[src/rtl/modbus_rtu_frame_rx_ctrl.sv]
// Modbus RTU slave receive framer: splits the byte stream into frames by line silence,
// buffers each frame, checks its CRC-16 and address, and holds a good frame until acknowledged.
module modbus_rtu_frame_rx_ctrl #(
    parameter int CLK_FREQ  = 50000000,
    parameter int BAUD_RATE = 9600
) (
    input  logic       clk_in,
    input  logic       rst_n_in,
    input  logic [7:0] rx_data,
    input  logic       rx_done,
    input  logic [7:0] dev_addr,
    input  logic       frame_ack,
    input  logic [7:0] frame_rd_addr,
    output logic [7:0] frame_rd_data,
    output logic [8:0] frame_len,
    output logic       frame_valid,
    output logic       frame_err,
    output logic       busy
);
    localparam longint BIT_CYC = longint'(CLK_FREQ / BAUD_RATE);
    // Above 19200 baud the silence limits are fixed times rather than character multiples.
    localparam longint T15_L = (BAUD_RATE <= 19200) ? (BIT_CYC * 33) / 2
                                                    : (longint'(CLK_FREQ) * 3) / 4000;
    localparam longint T35_L = (BAUD_RATE <= 19200) ? (BIT_CYC * 77) / 2
                                                    : (longint'(CLK_FREQ) * 7) / 4000;
    localparam logic [23:0] T15_CYC = 24'(T15_L);
    localparam logic [23:0] T35_CYC = 24'(T35_L);

    typedef enum logic [2:0] {
        S_IDLE_WAIT,
        S_IDLE,
        S_RECV,
        S_WAIT_EOF,
        S_CHECK,
        S_HOLD
    } state_t;

    state_t      state_q, state_d;
    logic [23:0] cnt_q, cnt_d;
    logic [8:0]  len_q, len_d;
    logic        bad_q, bad_d;
    logic [7:0]  addr_q, addr_d;
    logic [15:0] crc_q, crc_d;
    logic [7:0]  sh_q, sh_d;
    logic [3:0]  bits_q, bits_d;
    logic [8:0]  frame_len_q, frame_len_d;
    logic        valid_q, valid_d;
    logic        err_q, err_d;
    logic [7:0]  rd_q;

    logic        t15, t35;
    logic        crc_fb;
    logic        wr_en;
    logic [7:0]  wr_addr;
    logic [7:0]  mem [256];

    assign t15 = (cnt_q == T15_CYC);
    assign t35 = (cnt_q == T35_CYC);

    always_ff @(posedge clk_in or negedge rst_n_in) begin
        if (!rst_n_in) begin
            state_q     <= S_IDLE_WAIT;
            cnt_q       <= '0;
            len_q       <= '0;
            bad_q       <= 1'b0;
            addr_q      <= '0;
            crc_q       <= 16'hFFFF;
            sh_q        <= '0;
            bits_q      <= '0;
            frame_len_q <= '0;
            valid_q     <= 1'b0;
            err_q       <= 1'b0;
        end else begin
            state_q     <= state_d;
            cnt_q       <= cnt_d;
            len_q       <= len_d;
            bad_q       <= bad_d;
            addr_q      <= addr_d;
            crc_q       <= crc_d;
            sh_q        <= sh_d;
            bits_q      <= bits_d;
            frame_len_q <= frame_len_d;
            valid_q     <= valid_d;
            err_q       <= err_d;
        end
    end

    always_comb begin
        state_d     = state_q;
        cnt_d       = cnt_q;
        len_d       = len_q;
        bad_d       = bad_q;
        addr_d      = addr_q;
        crc_d       = crc_q;
        sh_d        = sh_q;
        bits_d      = bits_q;
        frame_len_d = frame_len_q;
        valid_d     = 1'b0;
        err_d       = 1'b0;
        wr_en       = 1'b0;
        wr_addr     = len_q[7:0];
        crc_fb      = crc_q[0] ^ sh_q[0];

        if (rx_done) begin
            cnt_d = '0;
        end else if (!t35) begin
            cnt_d = cnt_q + 24'd1;
        end

        // One CRC bit per cycle, LSB first, while a byte is pending.
        if (bits_q != 4'd0) begin
            crc_d  = {1'b0, crc_q[15:1]} ^ (crc_fb ? 16'hA001 : 16'h0000);
            sh_d   = {1'b0, sh_q[7:1]};
            bits_d = bits_q - 4'd1;
        end

        case (state_q)
            S_IDLE_WAIT: begin
                if (t35 && !rx_done) begin
                    state_d = S_IDLE;
                end
            end
            S_IDLE: begin
                if (rx_done) begin
                    wr_en   = 1'b1;
                    wr_addr = 8'd0;
                    len_d   = 9'd1;
                    bad_d   = 1'b0;
                    addr_d  = rx_data;
                    crc_d   = 16'hFFFF;
                    sh_d    = rx_data;
                    bits_d  = 4'd8;
                    state_d = S_RECV;
                end
            end
            S_RECV: begin
                if (rx_done) begin
                    if (len_q < 9'd256) begin
                        wr_en = 1'b1;
                    end else begin
                        bad_d = 1'b1;
                    end
                    if (len_q != 9'h1FF) begin
                        len_d = len_q + 9'd1;
                    end
                    crc_d  = crc_q;
                    sh_d   = rx_data;
                    bits_d = 4'd8;
                end else if (t15) begin
                    state_d = S_WAIT_EOF;
                end
            end
            S_WAIT_EOF: begin
                if (rx_done) begin
                    bad_d = 1'b1;
                end else if (t35) begin
                    state_d = S_CHECK;
                end
            end
            S_CHECK: begin
                frame_len_d = len_q;
                if (bad_q || (len_q < 9'd4) || (crc_q != 16'h0000)) begin
                    err_d   = 1'b1;
                    state_d = S_IDLE;
                end else if ((addr_q != dev_addr) && (addr_q != 8'h00)) begin
                    state_d = S_IDLE;
                end else begin
                    valid_d = 1'b1;
                    state_d = S_HOLD;
                end
            end
            S_HOLD: begin
                // Leaving HOLD mid-activity requires a fresh full silence before the next frame.
                if (frame_ack) begin
                    state_d = t35 ? S_IDLE : S_IDLE_WAIT;
                end
            end
            default: begin
                state_d = S_IDLE_WAIT;
            end
        endcase
    end

    always_ff @(posedge clk_in) begin
        if (wr_en) begin
            mem[wr_addr] <= rx_data;
        end
    end

    always_ff @(posedge clk_in or negedge rst_n_in) begin
        if (!rst_n_in) begin
            rd_q <= '0;
        end else begin
            rd_q <= mem[frame_rd_addr];
        end
    end

    assign frame_rd_data = rd_q;
    assign frame_len     = frame_len_q;
    assign frame_valid   = valid_q;
    assign frame_err     = err_q;
    assign busy          = (state_q == S_RECV) || (state_q == S_WAIT_EOF) ||
                           (state_q == S_CHECK) || (state_q == S_HOLD);

endmodule

[config.mk]
export PLATFORM = sky130hd
export DESIGN_NAME = modbus_rtu_frame_rx_ctrl
export DESIGN_NICKNAME = d
export VERILOG_FILES = /design/src/rtl/modbus_rtu_frame_rx_ctrl.sv
export SDC_FILE = /design/constraint.sdc
export NUM_CORES = 2
export LEC_CHECK = 0
export CAP_MARGIN = 30
export CORE_ASPECT_RATIO = 0.75
export CORE_MARGIN = 5
export CORE_UTILIZATION = 45
export CTS_CLUSTER_SIZE = 30
export DETAILED_ROUTE_END_ITERATION = 12
export DONT_BUFFER_PORTS = 1
export PLACE_DENSITY_LB_ADDON = 0.3
export SLEW_MARGIN = 20
export SYNTH_ARGS = -nofsm -noshare
export SYNTH_HDL_FRONTEND = slang
export SYNTH_SLANG_ARGS = --single-unit
[constraint.sdc]
create_clock -name clk_in -period 5.2 [get_ports clk_in]
set_input_delay 1.3 -clock clk_in [delete_from_list [all_inputs] [get_ports clk_in]]
set_output_delay 1.3 -clock clk_in [all_outputs]
set_load 0.02 [all_outputs]
==> qor_table.md <==
| Group | Quantity | Value |
|---|---|---|
| outcome | Result of the run | complete, but fails checks |
| outcome | Failing checks | slew limit |
| logic synthesis | Part of the Yosys area used for sequential elements | 76.1% |
| flow run | Max Cap Viol | 0 |
| setup path | Critical path data arrival time | 5590 ps |
| logic synthesis | Post-synth cell types | 68 |
| sta | Part of the cycle the worst path needs | 93.9% |
| power | P_leak | 29.3 nW |
| placed design | HPWL reported at the end of detailed placement | 120000 um |
| floorplan | Starting density of the core | 45.2% |
| sta | Final-report hold violation count | 0 |
| clock tree | Clk Latency, worst-skew pair | 840 ps |
| power | Power density over cell area | 388 nW/um2 |
| sta | Pins Over Slew Limit | 254 |
| logic synthesis | Share of flip-flops with an asynchronous set or reset | 4.30% |
| route | Wire length per cell after detailed routing | 30.5 um |
| finish | Area used by multi-input combinational logic | 18700 um2 |
| clock tree | Post CTS Setup Buffer Count | 0 |
| finish | FF/Latch Area | 63800 um2 |
| floorplan | Standard-cell row count | 137 |
| finish | Final Core Density | 50.2% |
| clock tree | Clock-pin slew on the worst setup and hold paths | 60 ps |
| logic synthesis | Gate count after technology mapping | 4125 |
| route | Per-cell via count in the routed design | 6.05 |
| power | Worst supply voltage drop on vdd | 274 uV |
| finish | Proportion of layout cells with a drive suffix above 1 | 21.7% |
| logic synthesis | Summed instance area of the synthesized netlist | 83900 um2 |
| clock tree | Clock Tree Buf Depth | 3 |
| clock tree | Clock buffer count from CTS | 200 |
| sta | Sum of negative setup slack | 0 ps |
| global route | Antenna violations before repair | 11 |
| clock tree | Clock tree from TritonCTS | yes |
| floorplan | Die area | 195000 um2 |
| logic synthesis | Share of Yosys cell area claimed by the top area cell type | 73.3% |
| sta | Slew at the pin with the worst max-slew slack | 2180 ps |
| route | Initial detailed-routing violation count | 5894 |
| setup path | Worst Setup End Kind | register |
| setup path | Crit path max fanout | 112 |
| global route | Wire length of the first global-routing pass | 300000 um |
| clock tree | Root buf cell | sky130_fd_sc_hd__clkbuf_16 |
| logic synthesis | Cells taking the most area after synthesis | sky130_fd_sc_hd__edfxtp_1 (73%), sky130_fd_sc_hd__mux4_2 (13%), sky130_fd_sc_hd__mux2i_1 (2.3%), sky130_fd_sc_hd__dfrtp_1 (2.3%), sky130_fd_sc_hd__nor2_1 (1.5%) |
| setup path | Worst EP required | 5910 ps |
| global route | Grt total ovfl | 0 |
| global route | Number of global-route vias before repair | 40531 |
| route | Overall via count from detail_route | 41696 |
| finish | Fillers | 14513 |
| sta | Final setup violation count | 0 |
| floorplan | Boundary Pins | 48 |
| logic synthesis | Syn Area/Cell | 20.3 um2 |
| clock tree | Cts-stage hold buffer count | 0 |
| placed design | Port Buf Inserts | 0 |
| logic synthesis | Flop and latch count out of synthesis | 2140 |
| route | Total detailed-routing wirelength | 210000 um |
| finish | P&R area growth vs syn | 11.2% |
| route | Number of search-and-repair iterations in the first detailed-routing pass | 6 |
| sta | Final setup skew | 41.9 ps |
| clock tree | Resized Gates After CTS | 0 |
| floorplan | Die height | 384 um |
| floorplan | Area inside the core boundary | 186000 um2 |
| clock tree | Sinks on Clock Net | 2140 |
| logic synthesis | Synth area leader | sky130_fd_sc_hd__edfxtp_1 |
| clock tree | Deepest level of the CTS H-tree | 4 |
| sta | Upper clock frequency limit | 205 MHz |
| logic synthesis | Number of warnings printed during yosys synthesis | 0 |
| sta | RSZ-0062 raised after global routing | no |
| setup path | Kind of start point of the critical path | input pin |
| logic synthesis | Number of enable flip-flop cells after synthesis | 2048 |
| setup path | Startpoint-to-endpoint class of the critical path | in -> reg |
| placed design | GPL Wtd Cong | 0.827 |
| route | Remaining number of nets flagged by the antenna check after routing | 0 |
| sta | Rel. slew slack | -45.2% |
| min path | Type of the worst min-delay path | in -> async |
| logic synthesis | Post-Synthesis Net Count | 4160 |
| global route | Pin count of the biggest net entering global routing | 542 |
| floorplan | DIE WIDTH | 509 um |
| route | Final routed DRC violation total | 0 |
| global route | Total global routing track utilization | 21.3% |
| finish | Final layout net count | 4258 |
| logic synthesis | Primary FF master, synth | sky130_fd_sc_hd__edfxtp_1 |
| sta | Crit path time final | 4880 ps |
==> worst max-delay path, stage by stage <==
cell                       delay (ps)
sky130_fd_sc_hd__buf_16           500
sky130_fd_sc_hd__buf_16           420
sky130_fd_sc_hd__buf_16           490
sky130_fd_sc_hd__buf_16           400
sky130_fd_sc_hd__mux4_2           660
sky130_fd_sc_hd__mux4_2           560
sky130_fd_sc_hd__o221ai_1         240
sky130_fd_sc_hd__a32o_1           530
sky130_fd_sc_hd__nor2_1           110
==> metal layers <==
layer,global-route usage [%],share of wire (%)
met1,33.2,43
met2,30.3,44
met3,5.68,11
met4,4.45,1.9
met5,0,0
==> final timing paths <==
| check | start | end | slack (ps) | cells after the start |
|---|---|---|---|---|
| setup / recovery | frame_rd_addr[0] | frame_rd_data[6] | 320 | 9 |
| hold / removal | rst_n_in | frame_rd_data[6] | 150 | 0 |
| setup reg to reg | state_q[2] | mem[160][4] | 1330 | 6 |
| hold reg to reg | crc_q[2] | crc_q[1] | 480 | 2 |
| max in group asynchronous | rst_n_in | crc_q[2] | 4770 | 0 |
| min in group clk_in | crc_q[2] | crc_q[1] | 480 | 2 |
==> stage by stage <==
step	worst slack, ps	area (um2)	power, W	instances	hold slack [ps]
detailed placement	839	86600	0.0221	6507	488
finish	316	93300	0.0362	6897	149
CTS	1380	93000	0.0362	6879	88.9
global route	46.3	93300	0.0374	6896	98.1
floorplan	1840	83900	0.0214	4125	471
global placement	811	86600	0.0221	6504	478
==> cells in the mapped netlist, types with 31 or more instances <==
| master | count |
|---|---|
| sky130_fd_sc_hd__buf_4 | 31 |
| sky130_fd_sc_hd__nor2_1 | 326 |
| sky130_fd_sc_hd__o22ai_1 | 57 |
| sky130_fd_sc_hd__dfrtp_1 | 76 |
| sky130_fd_sc_hd__edfxtp_1 | 2048 |
| sky130_fd_sc_hd__mux4_2 | 486 |
| sky130_fd_sc_hd__clkbuf_1 | 99 |
| sky130_fd_sc_hd__nor3_1 | 41 |
| sky130_fd_sc_hd__o221ai_1 | 44 |
| sky130_fd_sc_hd__a21oi_1 | 64 |
| sky130_fd_sc_hd__a22oi_1 | 32 |
| sky130_fd_sc_hd__nand2_1 | 147 |
| sky130_fd_sc_hd__mux2i_1 | 193 |
| sky130_fd_sc_hd__nand3_1 | 55 |
| sky130_fd_sc_hd__o21ai_0 | 32 |
| sky130_fd_sc_hd__buf_2 | 61 |
==> report_power, final <==
| group | switching [W] | internal [W] |
|---|---|---|
| clock | 0.00649 | 0.00779 |
| combinational | 0.00150 | 0.000954 |
| sequential | 0.000299 | 0.0192 |
==> flip-flops by register name, summed over array words and instances (netlist names) <==
| register | flops |
|---|---|
| mem | 2048 |
| crc_q | 16 |
| frame_len | 9 |
| addr_q | 8 |
| frame_valid | 1 |
| bad_q | 1 |
| sh_q | 8 |
| bits_q | 4 |
| frame_rd_data | 8 |
| cnt_q | 24 |
| frame_err | 1 |
| state_q | 3 |
| len_q | 9 |
==> cells by family after synthesis <==
| logic type | count (synthesis) | share of synthesized area (%) |
|---|---|---|
| xor gates and xnor gates | 37 | 0.386 |
| buffers and inverters | 257 | 1.71 |
| AOI/OAI and AO/OA | 328 | 2.74 |
| adders and majority gates | 7 | 0.104 |
| and+or+nand+nor | 666 | 3.47 |
| muxes | 690 | 15.5 |
| DFF | 2140 | 76.1 |
==> cell usage in the layout (no fill, tap or decap), types with 9 or more instances in the layout <==
cell type,Yosys,final
sky130_fd_sc_hd__inv_1,13,13
sky130_fd_sc_hd__a22o_1,19,19
sky130_fd_sc_hd__o22ai_1,57,57
sky130_fd_sc_hd__mux2i_1,193,193
sky130_fd_sc_hd__o221ai_1,44,44
sky130_fd_sc_hd__nor3_1,41,40
sky130_fd_sc_hd__nand2_1,147,146
sky130_fd_sc_hd__mux4_2,486,486
sky130_fd_sc_hd__nor2b_1,13,11
sky130_fd_sc_hd__or3_1,9,9
sky130_fd_sc_hd__o21ai_0,32,32
sky130_fd_sc_hd__clkinv_1,0,51
sky130_fd_sc_hd__dfstp_2,16,16
sky130_fd_sc_hd__edfxtp_1,2048,2048
sky130_fd_sc_hd__xor2_1,20,20
sky130_fd_sc_hd__nor2_1,326,324
sky130_fd_sc_hd__nand4_1,10,10
sky130_fd_sc_hd__bufinv_16,0,12
sky130_fd_sc_hd__nand3_1,55,55
sky130_fd_sc_hd__buf_4,31,123
sky130_fd_sc_hd__clkbuf_1,99,39
sky130_fd_sc_hd__mux2_2,11,11
sky130_fd_sc_hd__clkbuf_16,0,203
sky130_fd_sc_hd__a221oi_1,22,22
sky130_fd_sc_hd__dfrtp_1,76,76
sky130_fd_sc_hd__nor4_1,13,13
sky130_fd_sc_hd__a211oi_1,20,20
sky130_fd_sc_hd__a22oi_1,32,32
sky130_fd_sc_hd__xnor2_1,17,17
sky130_fd_sc_hd__a21oi_1,64,63
sky130_fd_sc_hd__clkinv_2,0,41
==> final cells by class <==
cell class                 instances  share of cell area, %
sequential                      2140                   68.4
multi-input combinational       1728                   20.0
clock buffer                     243                   5.58
tap                             2502                   3.36
timing repair buffer             138                   1.32
clock inverter                   129                   1.22
inverter                          15                 0.0617
antenna                            2                0.00537
Power figures use the tool's default switching activity.
